==> src/rtl/cascade_controller_pkg.sv <==
// Shared definitions for the cascade controller: FSM state encoding and the
// layout of one stage-table entry in the cascade ROM.
package cascade_controller_pkg;

    // Controller states
    typedef enum logic [2:0] {
        StIdle    = 3'd0,
        StTblWait = 3'd1,
        StTblRead = 3'd2,
        StSeStart = 3'd3,
        StSeWait  = 3'd4,
        StResult  = 3'd5
    } state_e;

    // Words per stage entry; word 3 is reserved and never fetched.
    localparam int unsigned StageStride = 4;

    // Word offsets inside one stage entry
    localparam logic [1:0] WordBase   = 2'd0;
    localparam logic [1:0] WordThresh = 2'd1;
    localparam logic [1:0] WordCount  = 2'd2;

endpackage

==> src/rtl/cascade_controller.sv <==
// Cascade controller: walks the stage table of one detection window, fetching
// each stage entry from the cascade ROM (one wait cycle per word), launching
// the stage evaluator, and early-rejecting on the first failed stage.
// Optional build macro CASCADE_STATS_EN adds saturating window/face counters
// (stat_windows, stat_faces) that advance on each result handshake.
module cascade_controller
    import cascade_controller_pkg::*;
#(
    parameter int unsigned DATA_WIDTH = 32,
    parameter int unsigned ADDR_WIDTH = 17
) (
    input  logic                         clk,
    input  logic                         rst_n,
    // Window request
    input  logic                         win_valid,
    output logic                         win_ready,
    input  logic [9:0]                   win_x,
    input  logic [9:0]                   win_y,
    input  logic [7:0]                   num_stages,
    input  logic [ADDR_WIDTH-1:0]        stage_table_base,
    // Stage-table read port
    output logic [ADDR_WIDTH-1:0]        tbl_addr,
    input  logic [DATA_WIDTH-1:0]        tbl_data,
    // Stage evaluator interface
    output logic                         se_start,
    output logic [ADDR_WIDTH-1:0]        se_base_addr,
    output logic signed [DATA_WIDTH-1:0] se_threshold,
    output logic [15:0]                  se_num_classifiers,
    input  logic                         se_done,
    input  logic                         se_passed,
    // Result
    output logic                         res_valid,
    input  logic                         res_ready,
    output logic                         res_face,
    output logic [7:0]                   res_stages,
    output logic [9:0]                   res_x,
    output logic [9:0]                   res_y
`ifdef CASCADE_STATS_EN
    ,
    output logic [31:0]                  stat_windows,
    output logic [31:0]                  stat_faces
`endif
);

    state_e state_q, state_d;

    // Window context captured on accept
    logic [9:0]            x_q, y_q;
    logic [7:0]            num_stages_q;
    logic [ADDR_WIDTH-1:0] table_base_q;
    logic [7:0]            stage_idx_q;

    // Table fetch pointer
    logic [ADDR_WIDTH-1:0] tbl_addr_q;
    logic [1:0]            word_idx_q;

    // Parameters of the stage currently being evaluated
    logic [ADDR_WIDTH-1:0]        se_base_q;
    logic signed [DATA_WIDTH-1:0] se_thresh_q;
    logic [15:0]                  se_count_q;

    // Result fields
    logic       res_face_q;
    logic [7:0] res_stages_q;

    logic                  win_accept;
    logic                  res_accept;
    logic [7:0]            stage_idx_inc;
    logic                  last_stage;
    logic [ADDR_WIDTH-1:0] next_entry_addr;

    assign win_accept    = win_valid && (state_q == StIdle);
    assign res_accept    = res_ready && (state_q == StResult);
    assign stage_idx_inc = stage_idx_q + 8'd1;
    assign last_stage    = (stage_idx_inc == num_stages_q);
    // Truncation to ADDR_WIDTH gives the required modulo-2^ADDR_WIDTH wrap.
    assign next_entry_addr = table_base_q +
                             ADDR_WIDTH'(StageStride) * ADDR_WIDTH'(stage_idx_inc);

    // State register
    always_ff @(posedge clk or negedge rst_n) begin
        if (!rst_n) begin
            state_q <= StIdle;
        end else begin
            state_q <= state_d;
        end
    end

    // Next-state logic
    always_comb begin
        state_d = state_q;
        unique case (state_q)
            StIdle: begin
                if (win_valid) begin
                    state_d = (num_stages == 8'd0) ? StResult : StTblWait;
                end
            end
            StTblWait: state_d = StTblRead;
            StTblRead: state_d = (word_idx_q == WordCount) ? StSeStart : StTblWait;
            StSeStart: state_d = StSeWait;
            StSeWait: begin
                if (se_done) begin
                    if (!se_passed || last_stage) begin
                        state_d = StResult;
                    end else begin
                        state_d = StTblWait;
                    end
                end
            end
            StResult: begin
                if (res_ready) begin
                    state_d = StIdle;
                end
            end
            default: state_d = StIdle;
        endcase
    end

    // Moore outputs decoded from the state
    always_comb begin
        win_ready = (state_q == StIdle);
        se_start  = (state_q == StSeStart);
        res_valid = (state_q == StResult);
    end

    // Window context and stage index
    always_ff @(posedge clk or negedge rst_n) begin
        if (!rst_n) begin
            x_q          <= '0;
            y_q          <= '0;
            num_stages_q <= '0;
            table_base_q <= '0;
            stage_idx_q  <= '0;
        end else if (win_accept) begin
            x_q          <= win_x;
            y_q          <= win_y;
            num_stages_q <= num_stages;
            table_base_q <= stage_table_base;
            stage_idx_q  <= '0;
        end else if (state_q == StSeWait && se_done && se_passed) begin
            stage_idx_q  <= stage_idx_inc;
        end
    end

    // Table fetch pointer: word 0 of entry 0 on accept, then word-by-word
    always_ff @(posedge clk or negedge rst_n) begin
        if (!rst_n) begin
            tbl_addr_q <= '0;
            word_idx_q <= WordBase;
        end else if (win_accept) begin
            tbl_addr_q <= stage_table_base;
            word_idx_q <= WordBase;
        end else if (state_q == StTblRead && word_idx_q != WordCount) begin
            tbl_addr_q <= tbl_addr_q + 1'b1;
            word_idx_q <= word_idx_q + 2'd1;
        end else if (state_q == StSeWait && se_done && se_passed && !last_stage) begin
            tbl_addr_q <= next_entry_addr;
            word_idx_q <= WordBase;
        end
    end

    // Stage parameters, only written in TBL_READ so they hold through SE_WAIT
    always_ff @(posedge clk or negedge rst_n) begin
        if (!rst_n) begin
            se_base_q   <= '0;
            se_thresh_q <= '0;
            se_count_q  <= '0;
        end else if (state_q == StTblRead) begin
            case (word_idx_q)
                WordBase:   se_base_q   <= tbl_data[ADDR_WIDTH-1:0];
                WordThresh: se_thresh_q <= $signed(tbl_data);
                default:    se_count_q  <= tbl_data[15:0];
            endcase
        end
    end

    // Result fields: set when entering RESULT, held until the handshake
    always_ff @(posedge clk or negedge rst_n) begin
        if (!rst_n) begin
            res_face_q   <= 1'b0;
            res_stages_q <= '0;
        end else if (win_accept && num_stages == 8'd0) begin
            res_face_q   <= 1'b1;
            res_stages_q <= '0;
        end else if (state_q == StSeWait && se_done) begin
            if (!se_passed) begin
                res_face_q   <= 1'b0;
                res_stages_q <= stage_idx_q;
            end else if (last_stage) begin
                res_face_q   <= 1'b1;
                res_stages_q <= stage_idx_inc;
            end
        end
    end

    assign tbl_addr           = tbl_addr_q;
    assign se_base_addr       = se_base_q;
    assign se_threshold       = se_thresh_q;
    assign se_num_classifiers = se_count_q;
    assign res_face           = res_face_q;
    assign res_stages         = res_stages_q;
    assign res_x              = x_q;
    assign res_y              = y_q;

`ifdef CASCADE_STATS_EN
    logic [31:0] stat_windows_q, stat_faces_q;

    // Saturating result counters
    always_ff @(posedge clk or negedge rst_n) begin
        if (!rst_n) begin
            stat_windows_q <= '0;
            stat_faces_q   <= '0;
        end else if (res_accept) begin
            if (stat_windows_q != '1) begin
                stat_windows_q <= stat_windows_q + 32'd1;
            end
            if (res_face_q && stat_faces_q != '1) begin
                stat_faces_q <= stat_faces_q + 32'd1;
            end
        end
    end

    assign stat_windows = stat_windows_q;
    assign stat_faces   = stat_faces_q;
`else
    // Handshake decode only feeds the counters.
    logic unused_res_accept;
    assign unused_res_accept = res_accept;
`endif

endmodule

==> config.mk <==
export PLATFORM = sky130hd
export DESIGN_NAME = cascade_controller
export DESIGN_NICKNAME = d
export VERILOG_FILES = /design/src/rtl/cascade_controller_pkg.sv /design/src/rtl/cascade_controller.sv
export SDC_FILE = /design/constraint.sdc
export NUM_CORES = 1
export LEC_CHECK = 0
export BUFFER_PORTS_ARGS = -buffer_cell sky130_fd_sc_hd__buf_2
export CAP_MARGIN = 20
export CORE_UTILIZATION = 30
export DETAILED_ROUTE_END_ITERATION = 10
export HOLD_SLACK_MARGIN = 0.08
export PLACE_DENSITY = 0.58
export SYNTH_ARGS = -nofsm -noshare
export SYNTH_HDL_FRONTEND = slang
export SYNTH_SLANG_ARGS = --single-unit
==> constraint.sdc <==
create_clock -name clk -period 2.9 [get_ports clk]
set_input_delay 0.58 -clock clk [delete_from_list [all_inputs] [get_ports clk]]
set_output_delay 0.58 -clock clk [all_outputs]
set_load 0.02 [all_outputs]
Yosys cells after proc, flatten, opt, wreduce, memory -nomap -nowiden
Index checks and enable logic that the tools add are counted.

Bits in registers: 149. Bits of input ports: 83. Output and inout bits: 114. Logic and storage cells: 75.

Add/sub/neg operators: 4. Equality and inequality tests: 13. Muxes and demuxes: 23. Bitwise gates (word level): 1. Reduce and logical (&&, ||, !) cells: 21.

Operators with widths (count): $mux 17 (3); $mux 8 (6); $pmux 3 s6 (1); $add 17x1->17 const B (1); $add 17x10->17 (1); $mux 3 (5); $add 8x1->8 const B (1); $eq 8x8->1 (1); $logic_not 8->1 (1); $mux 2 (4); $reduce_and 2->1 (4); $eq 3x2->1 const B (2); $eq 3x3->1 const B (2); $logic_and 1x1->1 (6); $ne 2x2->1 const B (3); $mux 1 (4); $reduce_bool 2->1 (2); $eq 3x1->1 const B (1); $logic_not 3->1 (1); $ne 3x1->1 const B (1); $reduce_and 3->1 (1); $reduce_bool 3->1 (1); $add 2x1->2 const B (1); $eq 2x1->1 const B (1); other kinds (7) (8).

Longest topological paths before layout
Word-level depth: 7. Gate-level depth with buffers: 13. Gate-level depth less buffers: 11.

Worst setup path after synthesis
Ideal clock, no wire load.

Path kind: register -> register. From: register stage_idx_q[1]. To: register tbl_addr_q[12], in the netlist tbl_addr[12]. Library setup time: 128 ps. Arrival: 2664 ps. Data required time: 2772 ps. Setup slack: 109 ps. Stages on the path, launching flop included: 11. Path buffers: 0. Period minus slack after synthesis: 2791 ps. Path through: dfrtp_1 > ha_1 > nand3_1 > xnor2_1 > ha_1 > and3_1 > a221oi_1 > o21ai_0 > nand4_1 > nand3_1 > mux2_1.

Cells in the longest elaborated chain, start to end: 5. Elaborated cells between the ends (all ways): 9. Classes of those cells: 2 x add/sub; 1 x eq/ne; 3 x mux; 3 x reduce/logical.

Ends and longest elaborated chain: start: declaration (RTL line cascade_controller.sv:51) `logic [7:0] stage_idx_q;`; start signal: assignment (RTL line cascade_controller.sv:141) `stage_idx_q <= stage_idx_inc;`; $add 8x1->8 (*) (RTL line cascade_controller.sv:74) `assign stage_idx_inc = stage_idx_q + 8'd1;`; $add 17x10->17 / $eq 8x8->1 (equally long branches) (RTL line cascade_controller.sv:77, cascade_controller.sv:75); $mux 17 / $logic_not 1->1 (equally long branches) (RTL line cascade_controller.sv:156) `end else if (state_q == StSeWait && se_done && se_passed && !last_stage) begin`; $mux 17 / $logic_and 1x1->1 (equally long branches) (RTL line cascade_controller.sv:153, cascade_controller.sv:156); $mux 17 / $reduce_bool 3->1 (equally long branches); end signal: assignment (RTL line cascade_controller.sv:151) `tbl_addr_q <= stage_table_base;`; end signal: assignment (RTL line cascade_controller.sv:154) `tbl_addr_q <= tbl_addr_q + 1'b1;`; end signal: assignment (RTL line cascade_controller.sv:157) `tbl_addr_q <= next_entry_addr;`; end: declaration (RTL line cascade_controller.sv:54) `logic [ADDR_WIDTH-1:0] tbl_addr_q;`.

Every way passes the cells marked *; elsewhere a longest branch is shown, timed or not. The select of a mux whose other input is x is not followed. A chain may end at the register's enable or synchronous reset.

Final worst setup path
From: register stage_idx_q[1]. To: register tbl_addr_q[13], in the netlist tbl_addr[13].

The elaborated chain is that of the path after synthesis.

==> results.sh <==
export IMPL_dr_pass1_iters=4
export IMPL_die_area_um2=25000
export IMPL_syn_cell_area_um2=7330
export IMPL_die_h_um=158
export IMPL_criticalPathCategory="reg2reg"
export IMPL_viasPerCell=4.71
export IMPL_cp_data_required_time_ps=3250
export IMPL_cp_depth=12
export IMPL_gp_congestion=0.824
export IMPL_cp_arrival_ps=3120
export IMPL_synthXorXnorAreaFrac=0.0471
export IMPL_syn2layout_area_growth_pct=28.3
export IMPL_cpMostUsedCell="ha_1"
export IMPL_final_common_cell="buf_2"
export IMPL_track_usage=0.158
export IMPL_rsz0062_at_grt="yes"
export IMPL_synth_top_area_share=0.509
export IMPL_hold_viol=0
export IMPL_grt_max_degree=69
export IMPL_yosysSeqAreaShare=0.509
export IMPL_slew_violations=0
export IMPL_fillCellCount=2418
export IMPL_skew_ps=12.3
export IMPL_grt_pass1_vias=5776
export IMPL_power_density_nw_per_um2=1110
export IMPL_htreeDepth=4
export IMPL_post_cts_setup_buffers=0
export IMPL_drtAntennaViolNets=0
export IMPL_drv_cap=0
export IMPL_clock_sinks=149
export IMPL_crit_start="stage_idx_q[1]"
export IMPL_final_cell_mix="195 x buf_2, 175 x nand2_1, 148 x dfrtp_1, 70 x mux2_2, 33 x buf_4"
export IMPL_relSlewSlack=0.471
export IMPL_fin_total_pwr_uw=10400
export IMPL_final_core_util=0.397
export IMPL_synth_mux_area_frac=0.131
export IMPL_crit_path_start_kind="flop"
export IMPL_regArea_um2=3730
export IMPL_root_buffer="clkbuf_16"
export IMPL_post_cts_resized=0
export IMPL_synth_top_family_by_area="simple AND/OR/NAND/NOR gates"
export IMPL_drt_wl_total_um=19200
export IMPL_ys_seq_elements=149
export IMPL_critPathCapture="tbl_addr[13]"
export IMPL_synth_edf_count=0
export IMPL_syn_nets=805
export IMPL_cpMaxStageDelayCell="dfrtp_1"
export IMPL_ir_drop_mv=0.443
export IMPL_status="finished, final reports clean"
export IMPL_cpLargestDelayFamily="compound AO/OA/AOI/OAI gates"
export IMPL_wl_per_cell_um=15.3
export IMPL_cts_buffers=17
export IMPL_cp_end_kind="flop"
export IMPL_nNetsFinal=1020
export IMPL_synth_compound_area_frac=0.0815
export IMPL_synth_top_cell_by_area="dfrtp_1"
export IMPL_hpwl_um=14000
export IMPL_initial_core_util=0.309
export IMPL_drc=0
export IMPL_path_max_fanout=6
export IMPL_cts_tree="done"
export IMPL_n_antenna_cell=0
export IMPL_antenna_found_initial=1
export IMPL_synth_cell_type_count=63
export IMPL_port_buffers=196
export IMPL_hold_class="in2async"
export IMPL_grt_overflow=0
export IMPL_synthAdderAreaFrac=0.0266
export IMPL_drive_gt1_frac=0.371
export IMPL_tightest_slew_ps=792
export IMPL_multi_input_area_um2=3410
export IMPL_slowest_delay_ps=430
export IMPL_p_leak_uw=0.00473
export IMPL_netlist_instances=707
export IMPL_clk_path_buf_depth=2
export IMPL_yosys_warnings=0
export IMPL_r2r_start="stage_idx_q[1]"
export IMPL_insertion_delay_ps=430
export IMPL_grt_pass1_wl_um=30400
export IMPL_path_clk_slew_ps=70
export IMPL_syn_avg_cell_area_um2=10.4
export IMPL_fin_crit_sh=0.955
export IMPL_crit_chain="ha_1 -> buf_4 -> and2_1 -> nand2_1 -> xnor2_1 -> ha_1 -> a21o_1 -> a21oi_1 -> nor2b_1 -> or2_2 -> o311a_1 -> a31oi_1"
export IMPL_reg2reg_depth=12
export IMPL_row_count=56
export IMPL_yosys_top_cells_area="dfrtp_1 51%, mux2_2 11%, nand2_1 9.0%"
export IMPL_max_freq_ghz=0.361
export IMPL_yosys_area_share_simple=0.176
export IMPL_core_area_um2=23700
export IMPL_synth_async_reset_ratio=1.00
export IMPL_fp_dieW_um=158
export IMPL_rrSetupSlack_ps=130
export IMPL_ios=197
export IMPL_setup_viol=0
export IMPL_vias=5907
export IMPL_cts_hold_buf=0
export IMPL_drt_initial_drc_count=303
export IMPL_cp_num_buf_inv=1
export IMPL_yosys_most_used_dff="dfrtp_1"
export IMPL_fin_crit_ps=2770
export IMPL_rr_endpoint="tbl_addr[13]"
worst min-delay path by stage:
stage	slack, ps	end	cells past startpoint	start
floorplan	280	num_stages_q[0]	0	rst_n
global placement	450	res_x[8]	2	res_x[8]
detailed placement	460	res_x[7]	2	res_x[7]
CTS	170	se_threshold[30]	1	rst_n
global route	190	se_threshold[17]	1	rst_n
finish	160	se_threshold[30]	1	rst_n
logic make-up (layout without fill, tap and decap cells):
logic type	count (synthesis)	after routing
adder cells (fa/ha/maj)	15	15
multiplexers	87	87
XOR/XNOR	36	36
buffers and inverters	47	275
flip-flops	149	149
AND/OR/NAND/NOR	285	285
AO/OA/AOI/OAI	88	88
power breakdown:
group          total [µW]  internal, µW  leakage [µW]  switching, µW
Clock                2130          1130      0.000273            994
Sequential           3680          3010       0.00184            670
Combinational        4600          1920       0.00261           2680
Total               10400          6060       0.00473           4340
worst reg2reg max path, stage by stage, from the launching register on:
cell and delay, ps:
dfrtp_1 430, ha_1 220, buf_4 150, and2_1 170, nand2_1 70, xnor2_1 140, ha_1 330, a21o_1 190
a21oi_1 140, nor2b_1 70, or2_2 340, o311a_1 300, a31oi_1 150
area by class of cell:
cell class	instances	share of cell area
tap	319	0.0425
inverter	13	0.00519
sequential	149	0.397
multi-input combinational	511	0.362
clock inverter	15	0.0144
timing repair buffer	230	0.134
clock buffer	17	0.0453
per-layer routing:
metal	up-vias	track usage	routed length, µm
met2	207	0.256	8780
met5	-	0	13
met3	23	0.0484	1510
met4	2	0.0522	224
met1	2782	0.201	8620
li1	2893	-	-
through the flow:
step / hold WS (ps) / cells / cell area, µm² / worst slack (ps) / setup TNS (ps)
floorplan: 284 / 707 / 7330 / 109 / 0
global route: 194 / 1254 / 9400 / -28.5 / -43.4
global placement: 455 / 1222 / 8820 / 67.6 / 0
CTS: 168 / 1254 / 9380 / 42.5 / 0
finish: 159 / 1254 / 9400 / 131 / 0
detailed placement: 458 / 1222 / 8820 / 64.9 / 0
flip-flops by register name, indices dropped and copies added (netlist names):
register / flops
res_x: 10
state_q: 3
word_idx_q: 2
se_base_addr: 17
res_stages: 8
se_threshold: 32
table_base_q: 17
res_face: 1
se_num_classifiers: 16
stage_idx_q: 8
tbl_addr: 17
num_stages_q: 8
res_y: 10
synth_stat cells, drive strengths merged (3+ instances only):
master / n
a21o: 11
a21oi: 14
a22oi: 4
a31oi: 7
and2: 6
and3: 12
and4: 4
buf: 16
clkbuf: 18
dfrtp: 149
ha: 14
inv: 13
mux2: 73
mux2i: 14
nand2: 176
nand3: 26
nand3b: 3
nand4: 7
nor2: 24
nor3: 11
nor4: 4
o211ai: 3
o21ai: 25
o22ai: 4
xnor2: 21
xor2: 13
Note: power is estimated with default switching activity, not from simulation.
